===== src/rtl/aes_key_exp_ctrl_if.sv =====
`default_nettype none
// ============================================================================
//  Module   : aes_key_exp_ctrl_if
//  Brief    : Key-load and round-key handshake bundle for the AES-128 key
//             expansion sequencing controller.
//  Revision : 1.0 - initial release
// ============================================================================
interface aes_key_exp_ctrl_if;
  logic       key_valid;
  logic       key_ready;
  logic       rk_valid;
  logic       rk_ready;
  logic [3:0] rk_index;
  logic       busy;
  logic       done;

  // Controller side: accepts keys, presents round keys
  modport master (
    input  key_valid,
    input  rk_ready,
    output key_ready,
    output rk_valid,
    output rk_index,
    output busy,
    output done
  );

  // Environment side: supplies keys, consumes round keys
  modport slave (
    output key_valid,
    output rk_ready,
    input  key_ready,
    input  rk_valid,
    input  rk_index,
    input  busy,
    input  done
  );
endinterface
`default_nettype wire


===== src/rtl/aes_key_exp_ctrl.sv =====
`default_nettype none
// ============================================================================
//  Module   : aes_key_exp_ctrl
//  Brief    : Sequencing controller for the AES-128 key expansion datapath.
//             Loads a cipher key, presents each round key with valid/ready and
//             steps the datapath one expansion per consumed round key.
//  Revision : 1.0 - initial release
// ============================================================================
module aes_key_exp_ctrl #(
  parameter int NUM_ROUNDS = 10,
  parameter int RC_WIDTH   = 10,
  parameter int G_LATENCY  = 0
) (
  input  wire logic                        clk,
  input  wire logic                        rst_n,
  aes_key_exp_ctrl_if.master               bus,
  output logic                             key_MUX1,
  output logic                             key_MUX2,
  output logic                             FF1_enable,
  output logic [$clog2(RC_WIDTH)-1:0]      RC_sig
);

  localparam int         RC_W       = $clog2(RC_WIDTH);
  localparam logic [3:0] C_LAST_IDX = 4'(NUM_ROUNDS);
  localparam logic [2:0] C_G_LAT    = 3'(G_LATENCY);

  typedef enum logic [1:0] {
    S_IDLE    = 2'd0,
    S_PRESENT = 2'd1,
    S_WAIT_G  = 2'd2,
    S_EXPAND  = 2'd3
  } state_t;

  state_t          r_state;
  state_t          w_state_nxt;
  logic [3:0]      r_rk_index;
  logic [3:0]      w_rk_index_nxt;
  logic [2:0]      r_wait_cnt;
  logic [2:0]      w_wait_cnt_nxt;
  logic            r_done;
  logic            w_done_nxt;

  logic            w_key_ready;
  logic            w_rk_valid;
  logic            w_busy;
  logic            w_mux1;
  logic            w_mux2;
  logic            w_ff1;
  logic            w_rc_en;
  logic [RC_W-1:0] w_rc_idx;

  // Round-constant select follows the round index; narrow or widen to RC_W
  if (RC_W <= 4) begin : g_rc_trunc
    assign w_rc_idx = r_rk_index[RC_W-1:0];
  end else begin : g_rc_ext
    assign w_rc_idx = {{(RC_W-4){1'b0}}, r_rk_index};
  end

  // State, round index, G wait counter and done pulse registers
  always_ff @(posedge clk or negedge rst_n) begin
    if (!rst_n) begin
      r_state    <= S_IDLE;
      r_rk_index <= 4'd0;
      r_wait_cnt <= 3'd0;
      r_done     <= 1'b0;
    end else begin
      r_state    <= w_state_nxt;
      r_rk_index <= w_rk_index_nxt;
      r_wait_cnt <= w_wait_cnt_nxt;
      r_done     <= w_done_nxt;
    end
  end

  // Next-state decode and datapath control outputs
  always_comb begin
    w_state_nxt    = r_state;
    w_rk_index_nxt = r_rk_index;
    w_wait_cnt_nxt = r_wait_cnt;
    w_done_nxt     = 1'b0;
    w_key_ready    = 1'b0;
    w_rk_valid     = 1'b0;
    w_busy         = 1'b0;
    w_mux1         = 1'b0;
    w_mux2         = 1'b0;
    w_ff1          = 1'b0;
    w_rc_en        = 1'b0;

    case (r_state)
      S_IDLE: begin
        w_key_ready = 1'b1;
        // Key is captured by the datapath on the handshake edge itself;
        // gated by rst_n so nothing is enabled while reset is held.
        w_ff1       = bus.key_valid & rst_n;
        if (bus.key_valid) begin
          w_rk_index_nxt = 4'd0;
          w_state_nxt    = S_PRESENT;
        end
      end

      S_PRESENT: begin
        w_rk_valid = 1'b1;
        w_busy     = 1'b1;
        w_mux1     = 1'b1;
        w_mux2     = 1'b1;
        w_rc_en    = 1'b1;
        if (bus.rk_ready) begin
          if (r_rk_index >= C_LAST_IDX) begin
            w_state_nxt = S_IDLE;
            w_done_nxt  = 1'b1;
          end else if (G_LATENCY == 0) begin
            w_state_nxt = S_EXPAND;
          end else begin
            w_wait_cnt_nxt = C_G_LAT;
            w_state_nxt    = S_WAIT_G;
          end
        end
      end

      S_WAIT_G: begin
        // G input and round constant are already steady; let them settle
        w_busy         = 1'b1;
        w_mux1         = 1'b1;
        w_mux2         = 1'b1;
        w_rc_en        = 1'b1;
        w_wait_cnt_nxt = r_wait_cnt - 3'd1;
        if (r_wait_cnt <= 3'd1) begin
          w_state_nxt = S_EXPAND;
        end
      end

      S_EXPAND: begin
        w_busy      = 1'b1;
        w_mux1      = 1'b1;
        w_mux2      = 1'b1;
        w_ff1       = 1'b1;
        w_rc_en     = 1'b1;
        w_state_nxt = S_PRESENT;
        // Index never wraps past the final round
        if (r_rk_index < C_LAST_IDX) begin
          w_rk_index_nxt = r_rk_index + 4'd1;
        end
      end

      default: begin
        w_state_nxt = S_IDLE;
      end
    endcase
  end

  assign bus.key_ready = w_key_ready;
  assign bus.rk_valid  = w_rk_valid;
  assign bus.rk_index  = r_rk_index;
  assign bus.busy      = w_busy;
  assign bus.done      = r_done;
  assign key_MUX1      = w_mux1;
  assign key_MUX2      = w_mux2;
  assign FF1_enable    = w_ff1;
  assign RC_sig        = w_rc_en ? w_rc_idx : '0;

endmodule
`default_nettype wire


===== src/flat_wrapper.sv =====
// flat-port wrapper written by rule: the top's interface ports become plain ports
module aes_key_exp_ctrl_flat 
#(
  parameter int NUM_ROUNDS = 10,
  parameter int RC_WIDTH   = 10,
  parameter int G_LATENCY  = 0
)
  (clk, rst_n, key_MUX1, key_MUX2, FF1_enable, RC_sig, bus_key_valid, bus_rk_ready, bus_key_ready, bus_rk_valid, bus_rk_index, bus_busy, bus_done);
  aes_key_exp_ctrl_if bus_i ();
  input  wire logic clk;
  input  wire logic rst_n;
  output logic key_MUX1;
  output logic key_MUX2;
  output logic FF1_enable;
  output logic [$clog2(RC_WIDTH)-1:0] RC_sig;
  input wire logic [$bits(bus_i.key_valid)-1:0] bus_key_valid;
  input wire logic [$bits(bus_i.rk_ready)-1:0] bus_rk_ready;
  output wire logic [$bits(bus_i.key_ready)-1:0] bus_key_ready;
  output wire logic [$bits(bus_i.rk_valid)-1:0] bus_rk_valid;
  output wire logic [$bits(bus_i.rk_index)-1:0] bus_rk_index;
  output wire logic [$bits(bus_i.busy)-1:0] bus_busy;
  output wire logic [$bits(bus_i.done)-1:0] bus_done;
  assign bus_i.key_valid = bus_key_valid;
  assign bus_i.rk_ready = bus_rk_ready;
  assign bus_key_ready = bus_i.key_ready;
  assign bus_rk_valid = bus_i.rk_valid;
  assign bus_rk_index = bus_i.rk_index;
  assign bus_busy = bus_i.busy;
  assign bus_done = bus_i.done;
  aes_key_exp_ctrl #(.NUM_ROUNDS(NUM_ROUNDS), .RC_WIDTH(RC_WIDTH), .G_LATENCY(G_LATENCY)) u_core (.clk(clk), .rst_n(rst_n), .bus(bus_i), .key_MUX1(key_MUX1), .key_MUX2(key_MUX2), .FF1_enable(FF1_enable), .RC_sig(RC_sig));
endmodule

===== config.mk =====
export PLATFORM = sky130hd
export DESIGN_NAME = aes_key_exp_ctrl_flat
export DESIGN_NICKNAME = d
export VERILOG_FILES = /design/src/rtl/aes_key_exp_ctrl_if.sv /design/src/rtl/aes_key_exp_ctrl.sv /design/src/flat_wrapper.sv
export SDC_FILE = /design/constraint.sdc
export NUM_CORES = 1
export LEC_CHECK = 0
export CAP_MARGIN = 30
export CORE_MARGIN = 3
export CORE_UTILIZATION = 40
export CTS_CLUSTER_DIAMETER = 200
export DETAILED_ROUTE_END_ITERATION = 8
export PLACE_DENSITY = 0.72
export SETUP_SLACK_MARGIN = 0.3
export SLEW_MARGIN = 20
export SYNTH_ARGS = -nofsm -noshare
export SYNTH_HDL_FRONTEND = slang
export SYNTH_SLANG_ARGS = --single-unit

===== constraint.sdc =====
create_clock -name clk -period 1.5 [get_ports clk]
set_input_delay 0.225 -clock clk [delete_from_list [all_inputs] [get_ports clk]]
set_output_delay 0.225 -clock clk [all_outputs]
set_load 0.01 [all_outputs]

# ---- Yosys cells after proc, flatten, opt, wreduce, memory -nomap -nowiden
# Index checks and enable logic that the tools add are counted.
dict set report word_totals {
  register_bits 10
  input_bits 4
  output_inout_bits 15
  elab_cells 38
}
dict set report op_classes {
  n_addsub 2
  order_cmp 3
  eq_ne 7
  n_mux 16
  n_bitwise 1
  reduce_logical 5
}
# op count
set op_table {}
lappend op_table {{$mux 4} 3}
lappend op_table {{$mux 2} 4}
lappend op_table {{$pmux 2 s4} 1}
lappend op_table {{$pmux 4 s2} 1}
lappend op_table {{$mux 1} 6}
lappend op_table {{$reduce_and 3->1} 2}
lappend op_table {{$add 4x1->4 const B} 1}
lappend op_table {{$eq 2x2->1 const B} 2}
lappend op_table {{$ge 4x4->1 const B} 1}
lappend op_table {{$lt 4x4->1 const B} 1}
lappend op_table {{$ne 2x1->1 const B} 2}
lappend op_table {{$ne 2x2->1 const B} 2}
lappend op_table {{$le 3x1->1 const B} 1}
lappend op_table {{$reduce_or 3->1} 1}
lappend op_table {{$sub 3x1->3 const B} 1}
lappend op_table {{$eq 2x1->1 const B} 1}
lappend op_table {{$logic_not 2->1} 1}
lappend op_table {{$pmux 1 s2} 1}
lappend op_table {{$reduce_bool 2->1} 1}
lappend op_table {{$and 1x1->1} 1}

# ---- Logic depth before layout (Yosys ltp)
# Gate-level depths: netlist of run 1.
dict set report logic_depth {
  word_depth 4
  depth_mapped 6
  mapped_depth_nobuf 6
}

# ---- Worst setup path before layout of run 1
# Ideal clock, no wire load.
dict set report synth_timing {
  path_kind {register -> register}
  from {register u_core.r_state[0]}
  to {register u_core.r_rk_index[1], in the netlist u_core.bus.rk_index[1]}
  setup_time_ns 0.127
  t_arrival_ns 1.407
  required_time_ns 1.373
  slack_ns -0.035
  stages_incl_launch_ff 6
  path_buffers 1
  period_less_slack_ns 1.535
  cell_sequence {dfrtp_1 inv_1 ha_1 buf_2 o211a_1 mux2_1}
}
dict set report synth_between {
  elab_chain_cells 3
  word_cells_on_any_way 7
  classes_between {eq/ne (3); mux (1); reduce/logical (3)}
}
# item line
set synth_rtl {}
lappend synth_rtl {{start, declared} aes_key_exp_ctrl.sv:34} ;# state_t r_state;
lappend synth_rtl {{start signal, assigned} aes_key_exp_ctrl.sv:67} ;# r_state <= w_state_nxt;
lappend synth_rtl {{$eq 2x2->1 or $logic_not 2->1 (tied branches)} aes_key_exp_ctrl.sv:88} ;# case (r_state)
lappend synth_rtl {{$ne 2x1->1 (no source line) (tied with other cells)} -}
lappend synth_rtl {{$reduce_and 3->1 (no source line)} -}
lappend synth_rtl {{end signal, assigned} aes_key_exp_ctrl.sv:68} ;# r_rk_index <= w_rk_index_nxt;
lappend synth_rtl {{end, declared} aes_key_exp_ctrl.sv:36} ;# logic [3:0] r_rk_index;
# Parallel ways exist; a longest one is shown, timed or not.
# A chain may end at the register's enable or synchronous reset.

# ---- Worst setup path after layout of run 1
dict set report layout_timing {
  from {register u_core.r_state[1]}
  to {register u_core.r_rk_index[1], in the netlist u_core.bus.rk_index[1]}
}
# Same word-level chain as after synthesis.

==> results of run 1 <==
[routing by layer]
metal / vias to the layer above / GRT usage / part of all wire
li1: 311 / - / -
met5: - / 0 / 0
met1: 316 / 0.1905 / 0.41
met2: 24 / 0.2967 / 0.51
met4: 0 / 0.02273 / 0.0052
met3: 2 / 0.08203 / 0.075
[worst min-delay path by stage]
stage | endpoint | from
floorplan | u_core.bus.done | rst_n
global placement | u_core.r_wait_cnt[2] | u_core.r_wait_cnt[2]
detailed placement | u_core.r_wait_cnt[2] | u_core.r_wait_cnt[2]
CTS | u_core.r_wait_cnt[2] | rst_n
global route | u_core.r_wait_cnt[2] | rst_n
finish | u_core.bus.done | rst_n
[synthesized netlist by cell type (2+ instances only)]
library cell and n:
mux2_1 2, xnor2_1 2, nor2_1 3, nand2_1 3, dfrtp_1 10, nand3_1 2, buf_4 2, inv_1 7
nor2b_1 2, ha_1 8, a21oi_1 3, o211ai_1 2, mux2i_1 2
[kinds of logic after synthesis]
| kind of cell | after synthesis | synth area share |
|---|---|---|
| AND/OR/NAND/NOR | 14 | 0.1228 |
| flip-flops | 10 | 0.3839 |
| AO/OA/AOI/OAI | 13 | 0.1516 |
| buffers and inverters | 12 | 0.08252 |
| XOR/XNOR | 3 | 0.04031 |
| multiplexers | 4 | 0.06526 |
| adder cells (fa/ha/maj) | 8 | 0.1536 |
[per-stage QoR]
| stage | hold slack (ns) | power [mW] | setup slack [ns] | area (µm²) | TNS, ns |
|---|---|---|---|---|---|
| 5_1_grt | 0.3023 | 2.660 | -0.1514 | 1224 | -0.9041 |
| 3_3_place_gp | 0.4632 | 1.699 | -0.1595 | 982.2 | -0.6528 |
| 2_1_floorplan | -0.07059 | 1.198 | 0.06379 | 704.4 | 0 |
| 4_1_cts | 0.3059 | 2.271 | -0.04324 | 1135 | -0.08705 |
| 3_5_place_dp | 0.4796 | 1.735 | -0.1708 | 982.2 | -0.8012 |
| 6_report | 0.2910 | 2.503 | -0.1104 | 1224 | -0.3145 |
[final cells by class]
class / count / area [µm²]
Clock buffer: 4 / 36.28
Fill cell: 67 / 191.4
Inverter: 9 / 41.29
Multi-Input combinational cell: 42 / 470.5
Sequential cell: 10 / 251.5
Tap cell: 15 / 18.77
Timing Repair Buffer: 45 / 405.4
[worst max-delay path, stage by stage (launching register included)]
cell      delay, ns
dfrtp_1        0.41
buf_6          0.14
ha_4           0.15
buf_6          0.12
o211ai_1       0.11
o211a_1        0.24
mux2_4         0.31
[what timing repair did]
item	in CTS	in global routing
pin swaps	10	7
gates resized for setup	72	14
setup endpoints to repair	24	21
buffers inserted	8	5
[sequential cells by signal (all words and copies together), names as in the netlist]
register             count
u_core.r_wait_cnt        3
u_core.r_state           2
u_core.bus.done          1
u_core.bus.rk_index      4
[where the power goes]
group          leakage, nW  internal (mW)  switching, mW
combinational        0.469           1.03          0.771
clock               0.0210          0.148          0.107
sequential           0.123          0.367         0.0808
total                0.613           1.54          0.959
==> impl_metrics.env, run 1 <==
export IMPL_final_cells=125
export IMPL_vias_per_cell=5.224
export IMPL_clkSlewWorstSetupHoldPaths_ns=0.07
export IMPL_tritoncts="done"
export IMPL_tightestPinTransition_ns=0.2540
export IMPL_grt_max_degree=11
export IMPL_io_pins=19
export IMPL_first_iter_violations=9
export IMPL_period_share=1.074
export IMPL_startpoint="u_core.r_state[1]"
export IMPL_start_util=0.4607
export IMPL_final_antenna_net_count=0
export IMPL_synth_area_per_cell_um2=10.19
export IMPL_synth_fp_nets=76
export IMPL_mostFrequentLayoutCells="19 x buf_6, 14 x buf_4, 9 x dfrtp_1"
export IMPL_gp_congestion=0.7103
export IMPL_yosysTopAreaCellShare=0.3839
export IMPL_dp_cells=108
export IMPL_rr_endpoint="u_core.bus.rk_index[1]"
export IMPL_layout_nets=123
export IMPL_drive_above_1_share=0.6000
export IMPL_status="finished with violations"
export IMPL_leakagePower_nw=0.6131
export IMPL_setup_ws_ns=-0.1104
export IMPL_h_tree_depth=1
export IMPL_yosysTopAreaCell="dfrtp_1"
export IMPL_routedWlPerCell_um=15.27
export IMPL_fmax_ghz=0.6210
export IMPL_critPathMaxFanout=4
export IMPL_drt_pass1_iter_count=4
export IMPL_hp_class="in -> async"
export IMPL_setup_violations=6
export IMPL_fp_row_count=13
export IMPL_ir_drop_v=0.001344
export IMPL_timing_rr_start="u_core.r_state[1]"
export IMPL_cp_required_ns=1.66
export IMPL_crit_type="reg -> reg"
export IMPL_die_area_mm2=0.002150
export IMPL_clkLatencyLatePin_ns=0.28
export IMPL_portBuffers=18
export IMPL_synth_warnings=0
export IMPL_slew_violations=0
export IMPL_syn_inst=64
export IMPL_ctsRootBufferMaster="clkbuf_4"
export IMPL_postLayoutCoreUtil=0.8647
export IMPL_cts_sinks=10
export IMPL_die_w_um=46.37
export IMPL_syn_area_um2=651.9
export IMPL_critPathArrivalTime_ns=1.77
export IMPL_grt_pass1_vias=601
export IMPL_ctsLongestPathBuffers=2
export IMPL_area_delta_synth_final_pct=87.72
export IMPL_core_mm2=0.001415
export IMPL_synth_edf_count=0
export IMPL_rr_worst_depth=6
export IMPL_skew_ns=0.006629
export IMPL_synth_yosys_seq_area_share=0.3839
export IMPL_rsz0062_at_grt="true"
export IMPL_drv_cap=0
export IMPL_powerDensity_mw_per_mm2=2046
export IMPL_overflow=0
export IMPL_die_height_um=46.37
export IMPL_layout_commonest_cell="buf_6"
export IMPL_max_slew_margin_rel=0.8299
export IMPL_rrSetupSlack_ns=-0.11
export IMPL_ys_flop_type="dfrtp_1"
export IMPL_grt_usage=0.1703
export IMPL_drt_wl_total_mm=1.909
export IMPL_drcViolationCount=0
export IMPL_min_period_ns=1.610
export IMPL_yosys_register_bits=10
export IMPL_synth_area_leaders="dfrtp_1 38%, ha_1 15%, inv_1 4.0%, mux2_1 3.5%, mux2i_1 3.1%"
export IMPL_num_vias=653
export IMPL_antennaDiodeCount=0
export IMPL_endpoint="u_core.bus.rk_index[1]"
export IMPL_hpwl_mm=1.123
export IMPL_grt_pass1_wl_mm=2.622
export IMPL_cts_buffers=3
export IMPL_postCtsHoldBufs=0
export IMPL_endpoint_kind="flop"
export IMPL_synth_distinct_cells=29
export IMPL_antenna_found_initial=0
export IMPL_setup_worst_path_start_class="flop"
export IMPL_violations="negative setup slack"
export IMPL_hold_violations=0
export IMPL_synthArstFlopShare=1.000
Power figures use the tool's default switching activity.
==> run 2, diff against run 1 <==
==> constraint.sdc (replaced) <==
create_clock -name clk -period 1.5 [get_ports clk]
set_input_delay 0.15 -clock clk [delete_from_list [all_inputs] [get_ports clk]]
set_output_delay 0.15 -clock clk [all_outputs]
set_load 0.01 [all_outputs]
==> run 2 against run 1 <==
Core utilization up 0.089 points. Sequential share of layout area up 0.081 points. Critical endpoint is now u_core.r_state[0]. Final area up 0.10%. Sequential cell count unchanged. The flow still finishes with violations (negative setup slack). Combinational power shrank 3%. Register-to-register slack improved by 0.095 ns. Wire length increased by 7.6%. Via count is 4.4% lower. Clock-buffer cell count is the same. Largest cell class unchanged. Final cell count decreased by 4.8%.
==> impl_metrics.env, run 2 (synthesis gave the netlist of run 1 again) <==
export IMPL_max_slew_margin_rel=0.8323
export IMPL_final_cell_area_mm2=0.001225
export IMPL_crit_buf_inv=2
export IMPL_min_period_ns=1.515
export IMPL_fmax_ghz=0.6600
export IMPL_hold_ws_ns=0.2233
export IMPL_setup_ws_ns=-0.01509
export IMPL_final_antenna_net_count=0
export IMPL_grt_max_degree=11
export IMPL_violations="negative setup slack"
export IMPL_num_vias=624
export IMPL_die_height_um=46.37
export IMPL_routedWlPerCell_um=17.26
export IMPL_h_tree_depth=1
export IMPL_setup_violations=1
export IMPL_rr_worst_depth=6
export IMPL_hpwl_mm=1.160
export IMPL_grt_usage=0.2123
export IMPL_powerDensity_mw_per_mm2=2037
export IMPL_timing_rr_start="u_core.r_state[0]"
export IMPL_period_share=1.010
export IMPL_postLayoutCoreUtil=0.8656
export IMPL_seq_area_um2=252.7
export IMPL_vias_per_cell=5.244
export IMPL_gp_congestion=0.7150
export IMPL_cp_cell_sequence="inv_2, buf_4, ha_4, o211ai_1, o2111ai_2, mux2_4"
export IMPL_cpLargestDelayFamily="flip-flops"
export IMPL_final_cells=119
export IMPL_first_iter_violations=2
export IMPL_drv_cap=0
export IMPL_setup_worst_path_start_class="flop"
export IMPL_layout_nets=117
export IMPL_portBuffers=18
export IMPL_crit_type="reg -> reg"
export IMPL_dp_cells=105
export IMPL_endpoint_kind="flop"
export IMPL_drt_wl_total_mm=2.054
export IMPL_io_pins=19
export IMPL_clkLatencyLatePin_ns=0.28
export IMPL_drt_pass1_iter_count=4
export IMPL_largest_reg_flops=4
export IMPL_cts_buffers=3
export IMPL_multi_input_area_um2=484.2
export IMPL_postCtsHoldBufs=0
export IMPL_antenna_found_initial=0
export IMPL_tritoncts="done"
export IMPL_die_area_mm2=0.002150
export IMPL_core_mm2=0.001415
export IMPL_critPathMaxFanout=4
export IMPL_max_stage_delay_ns=0.39
export IMPL_pre_cts_ws_ns=-0.07878
export IMPL_antennaDiodeCount=0
export IMPL_hold_violations=0
export IMPL_skew_ns=0.001475
export IMPL_layout_commonest_cell="buf_6"
export IMPL_ir_drop_v=0.001213
export IMPL_grt_pass1_wl_mm=3.022
export IMPL_ctsRootBufferMaster="clkbuf_4"
export IMPL_area_delta_synth_final_pct=87.91
export IMPL_status="finished with violations"
export IMPL_rrSetupSlack_ns=-0.02
export IMPL_clkSlewWorstSetupHoldPaths_ns=0.07
export IMPL_cp_required_ns=1.66
export IMPL_cts_sinks=10
export IMPL_rsz0062_at_grt="true"
export IMPL_slew_violations=0
export IMPL_fillers=67
export IMPL_tightestPinTransition_ns=0.2505
export IMPL_grt_pass1_vias=634
export IMPL_drive_above_1_share=0.5769
export IMPL_rr_endpoint="u_core.r_state[0]"
export IMPL_cpMaxStageDelayCell="dfrtp_1"
export IMPL_fp_row_count=13
export IMPL_mostFrequentLayoutCells="14 x buf_6, 13 x buf_4, 8 x dfrtp_1"
export IMPL_die_w_um=46.37
export IMPL_hp_class="in -> async"
export IMPL_place_area_um2=972.2
export IMPL_drcViolationCount=0
export IMPL_ctsLongestPathBuffers=2
export IMPL_leakagePower_nw=0.5911
export IMPL_start_util=0.4607
export IMPL_overflow=0
export IMPL_critPathArrivalTime_ns=1.68
-- run 2: worst register-to-register path, stage by stage, from the launching register on --
cell	delay, ns
dfrtp_1	0.39
inv_2	0.07
buf_4	0.14
ha_4	0.17
o211ai_1	0.12
o2111ai_2	0.19
mux2_4	0.33
-- run 2: worst max-delay path by stage --
| stage | to | startpoint | cells after the start |
|---|---|---|---|
| after floorplan | u_core.bus.rk_index[1] | u_core.r_state[0] | 5 |
| after global placement | u_core.bus.rk_index[1] | u_core.r_state[0] | 6 |
| after detailed placement | FF1_enable | bus_key_valid | 4 |
| after CTS | FF1_enable | u_core.r_state[0] | 5 |
| after global routing | FF1_enable | u_core.r_state[0] | 5 |
| final | u_core.r_state[0] | u_core.r_state[0] | 6 |
-- run 2: report_power, final --
part           internal (mW)  leakage [nW]  switching, mW
Sequential             0.369         0.121          0.119
Clock                  0.148        0.0210          0.106
Combinational           1.00         0.449          0.753
Total                   1.52         0.591          0.978
-- run 2: timing repair --
item | in CTS | in global routing
gates cloned | 1 | 0
pin swaps | 9 | 7
endpoints found under the setup margin | 24 | 21
gates resized for setup | 64 | 16
buffers inserted | 6 | 3
-- run 2: per-layer routing --
layer	vias to the layer above	track usage	routed length [µm]
li1	297	-	-
met4	0	0.1136	14
met3	2	0.07031	109
met2	20	0.3764	1105
met1	305	0.2156	826
met5	-	0	0
-- run 2: final cells by class --
class	instances	share of cell area
timing repair buffer	39	0.3197
sequential	10	0.2063
multi-input combinational	42	0.3953
inverter	9	0.03371
tap	15	0.01532
clock buffer	4	0.02962
-- run 2: metrics by stage --
stage	setup TNS, ns	total power, mW
finish	-0.01509	2.495
global route	-0.3101	2.663
CTS	0	2.283
detailed placement	-0.3891	1.727
global placement	-0.1874	1.679
floorplan	0	1.198
==> run 3, diff against run 2 <==
==> constraint.sdc (replaced) <==
create_clock -name clk -period 1.2 [get_ports clk]
set_input_delay 0.12 -clock clk [delete_from_list [all_inputs] [get_ports clk]]
set_output_delay 0.12 -clock clk [all_outputs]
set_load 0.01 [all_outputs]
==> run 3 against run 2 <==
The flow still finishes with violations (negative setup slack). Via count grew 6.4%. Clock-buffer cell count decreased by 1. Final cell count rose by 7.6%. Die area stayed put. Combinational power increased by 45%. Clock power shrank 2%. Power grew 35%. Global-route usage is 0.24 points lower. Final area increased by 7.5%. Clock skew rose by 0.0092 ns. First-iteration DRC count grew to 3.5 times the previous value. Highest routed layer unchanged.
==> impl_metrics.env, run 3 (synthesis gave the netlist of run 1 again) <==
export IMPL_core_mm2=0.001415
export IMPL_first_iter_violations=7
export IMPL_critPathMaxFanout=6
export IMPL_tritoncts="done"
export IMPL_min_period_ns=1.516
export IMPL_mostFrequentLayoutCells="25 x buf_6, 17 x buf_4, 9 x dfrtp_1"
export IMPL_combPwrFrac=0.753
export IMPL_period_share=1.263
export IMPL_antennaDiodeCount=0
export IMPL_clkLatencyLatePin_ns=0.28
export IMPL_critPathArrivalTime_ns=1.40
export IMPL_skew_ns=0.01068
export IMPL_fmax_ghz=0.6598
export IMPL_seqPwrFrac=0.173
export IMPL_setup_worst_path_start_class="flop"
export IMPL_antenna_found_initial=0
export IMPL_hold_violations=0
export IMPL_violations="negative setup slack"
export IMPL_endpoint_kind="primary output"
export IMPL_use_met3=0.03125
export IMPL_grt_busiest_layer="met2"
export IMPL_layout_commonest_cell="buf_6"
export IMPL_die_height_um=46.37
export IMPL_area_delta_synth_final_pct=101.9
export IMPL_grt_pass1_vias=686
export IMPL_power_internal_mw=2.035
export IMPL_grt_pass1_wl_mm=3.063
export IMPL_setup_violations=17
export IMPL_dp_cells=113
export IMPL_die_w_um=46.37
export IMPL_cts_buffers=3
export IMPL_clockPowerShare=0.074
export IMPL_leakagePower_nw=0.6337
export IMPL_h_tree_depth=1
export IMPL_fp_row_count=13
export IMPL_powerDensity_mw_per_mm2=2559
export IMPL_largest_reg_flops=4
export IMPL_cp_required_ns=1.08
export IMPL_use_met2=0.3681
export IMPL_cts_sinks=10
export IMPL_drt_wl_total_mm=2.246
export IMPL_switching_share=0.3959
export IMPL_drcViolationCount=0
export IMPL_hpwl_mm=1.148
export IMPL_setup_ws_ns=-0.3157
export IMPL_vias_per_cell=5.188
export IMPL_drt_pass1_iter_count=4
export IMPL_tns_ns=-3.720
export IMPL_layout_nets=127
export IMPL_tightestPinTransition_ns=0.2714
export IMPL_ctsRootBufferMaster="clkbuf_4"
export IMPL_overflow=0
export IMPL_ir_drop_v=0.002077
export IMPL_die_area_mm2=0.002150
export IMPL_max_slew_margin_rel=0.8182
export IMPL_status="finished with violations"
export IMPL_final_antenna_net_count=0
export IMPL_portBuffers=18
export IMPL_crit_type="reg -> out"
export IMPL_slew_violations=0
export IMPL_drv_cap=0
export IMPL_rsz0062_at_grt="true"
export IMPL_grt_usage=0.2099
export IMPL_final_cells=128
export IMPL_routedWlPerCell_um=17.55
export IMPL_num_vias=664
export IMPL_start_util=0.4607
export IMPL_met1_usage=0.2370
export IMPL_hp_class="in -> async"
export IMPL_drive_above_1_share=0.6814
export IMPL_p_sw_mw=1.333
export IMPL_io_pins=19
export IMPL_postCtsHoldBufs=0
export IMPL_grt_max_degree=11
export IMPL_ctsLongestPathBuffers=2
export IMPL_fillers=42
export IMPL_clkSlewWorstSetupHoldPaths_ns=0.08
export IMPL_gp_congestion=0.7396
-- run 3: cell types whose count changed in the layout (fill, tap and decap cells not counted), moves of 2 or more --
| cell | change |
|---|---|
| dlygate4sd2_1 | -5 |
| buf_4 | +4 |
| buf_2 | +3 |
| nand3_2 | -2 |
| buf_6 | +11 |
-- run 3: repair_timing --
action / in CTS / in global routing
endpoints found under the setup margin: 25 / 25
gates resized for setup: 95 / 17
pin swaps: 8 / 9
cloned: 0 / 0
buffers inserted: 7 / 5
-- run 3: routing by layer --
layer / up-vias / routed length [µm]
met5: - / 0
met4: 0 / 63
met3: 8 / 113
met2: 25 / 1179
met1: 318 / 889
li1: 313 / -
-- run 3: worst max-delay path, stage by stage (launching register included) --
cell and delay (ns):
dfrtp_1 0.40, inv_2 0.09, ha_4 0.19, buf_6 0.14, nor2b_1 0.14, buf_2 0.16
-- run 3: final timing paths --
| check | startpoint | depth (start not counted) | end | slack [ns] |
|---|---|---|---|---|
| hold / removal | rst_n | 2 | u_core.bus.rk_index[2] | 0.27 |
| setup reg to reg | u_core.r_state[0] | 6 | u_core.r_state[0] | -0.31 |
| min in group clk | u_core.r_wait_cnt[2] | 1 | u_core.r_wait_cnt[2] | 0.51 |
| hold reg to reg | u_core.r_wait_cnt[2] | 1 | u_core.r_wait_cnt[2] | 0.51 |
| setup / recovery | u_core.r_state[0] | 5 | RC_sig[1] | -0.32 |
| max in group asynchronous | rst_n | 2 | u_core.bus.rk_index[1] | 0.77 |
-- run 3: stage by stage --
step	total power, mW	worst slack [ns]	hold WS, ns	utilization	cell area (µm²)
6_report	3.368	-0.3157	0.2677	0.9302	1316
3_3_place_gp	2.187	-0.3305	0.4648	0.7206	1020
4_1_cts	2.966	-0.2505	0.1951	0.8453	1196
3_5_place_dp	2.216	-0.3298	0.4669	0.7206	1020
2_1_floorplan	1.497	-0.2337	-0.1756	-	704.4
5_1_grt	3.552	-0.3776	0.2886	0.9302	1316
-- run 3: final cells by class --
type,count,area [µm²],area share
multi-input combinational,42,523.0,0.3973
timing repair buffer,49,459.2,0.3489
sequential,10,251.5,0.1911
inverter,9,41.29,0.03137
clock buffer,3,22.52,0.01711
tap,15,18.77,0.01426
-- run 3: power groups by stage --
| stage | clock network [mW] | logic, mW | registers [mW] |
|---|---|---|---|
| finish | 0.249 | 2.54 | 0.581 |
| global route | 0.257 | 2.70 | 0.599 |
| CTS | 0.244 | 2.16 | 0.562 |
| detailed placement | 0 | 1.64 | 0.576 |
| global placement | 0 | 1.62 | 0.567 |
| floorplan | 0 | 0.898 | 0.599 |
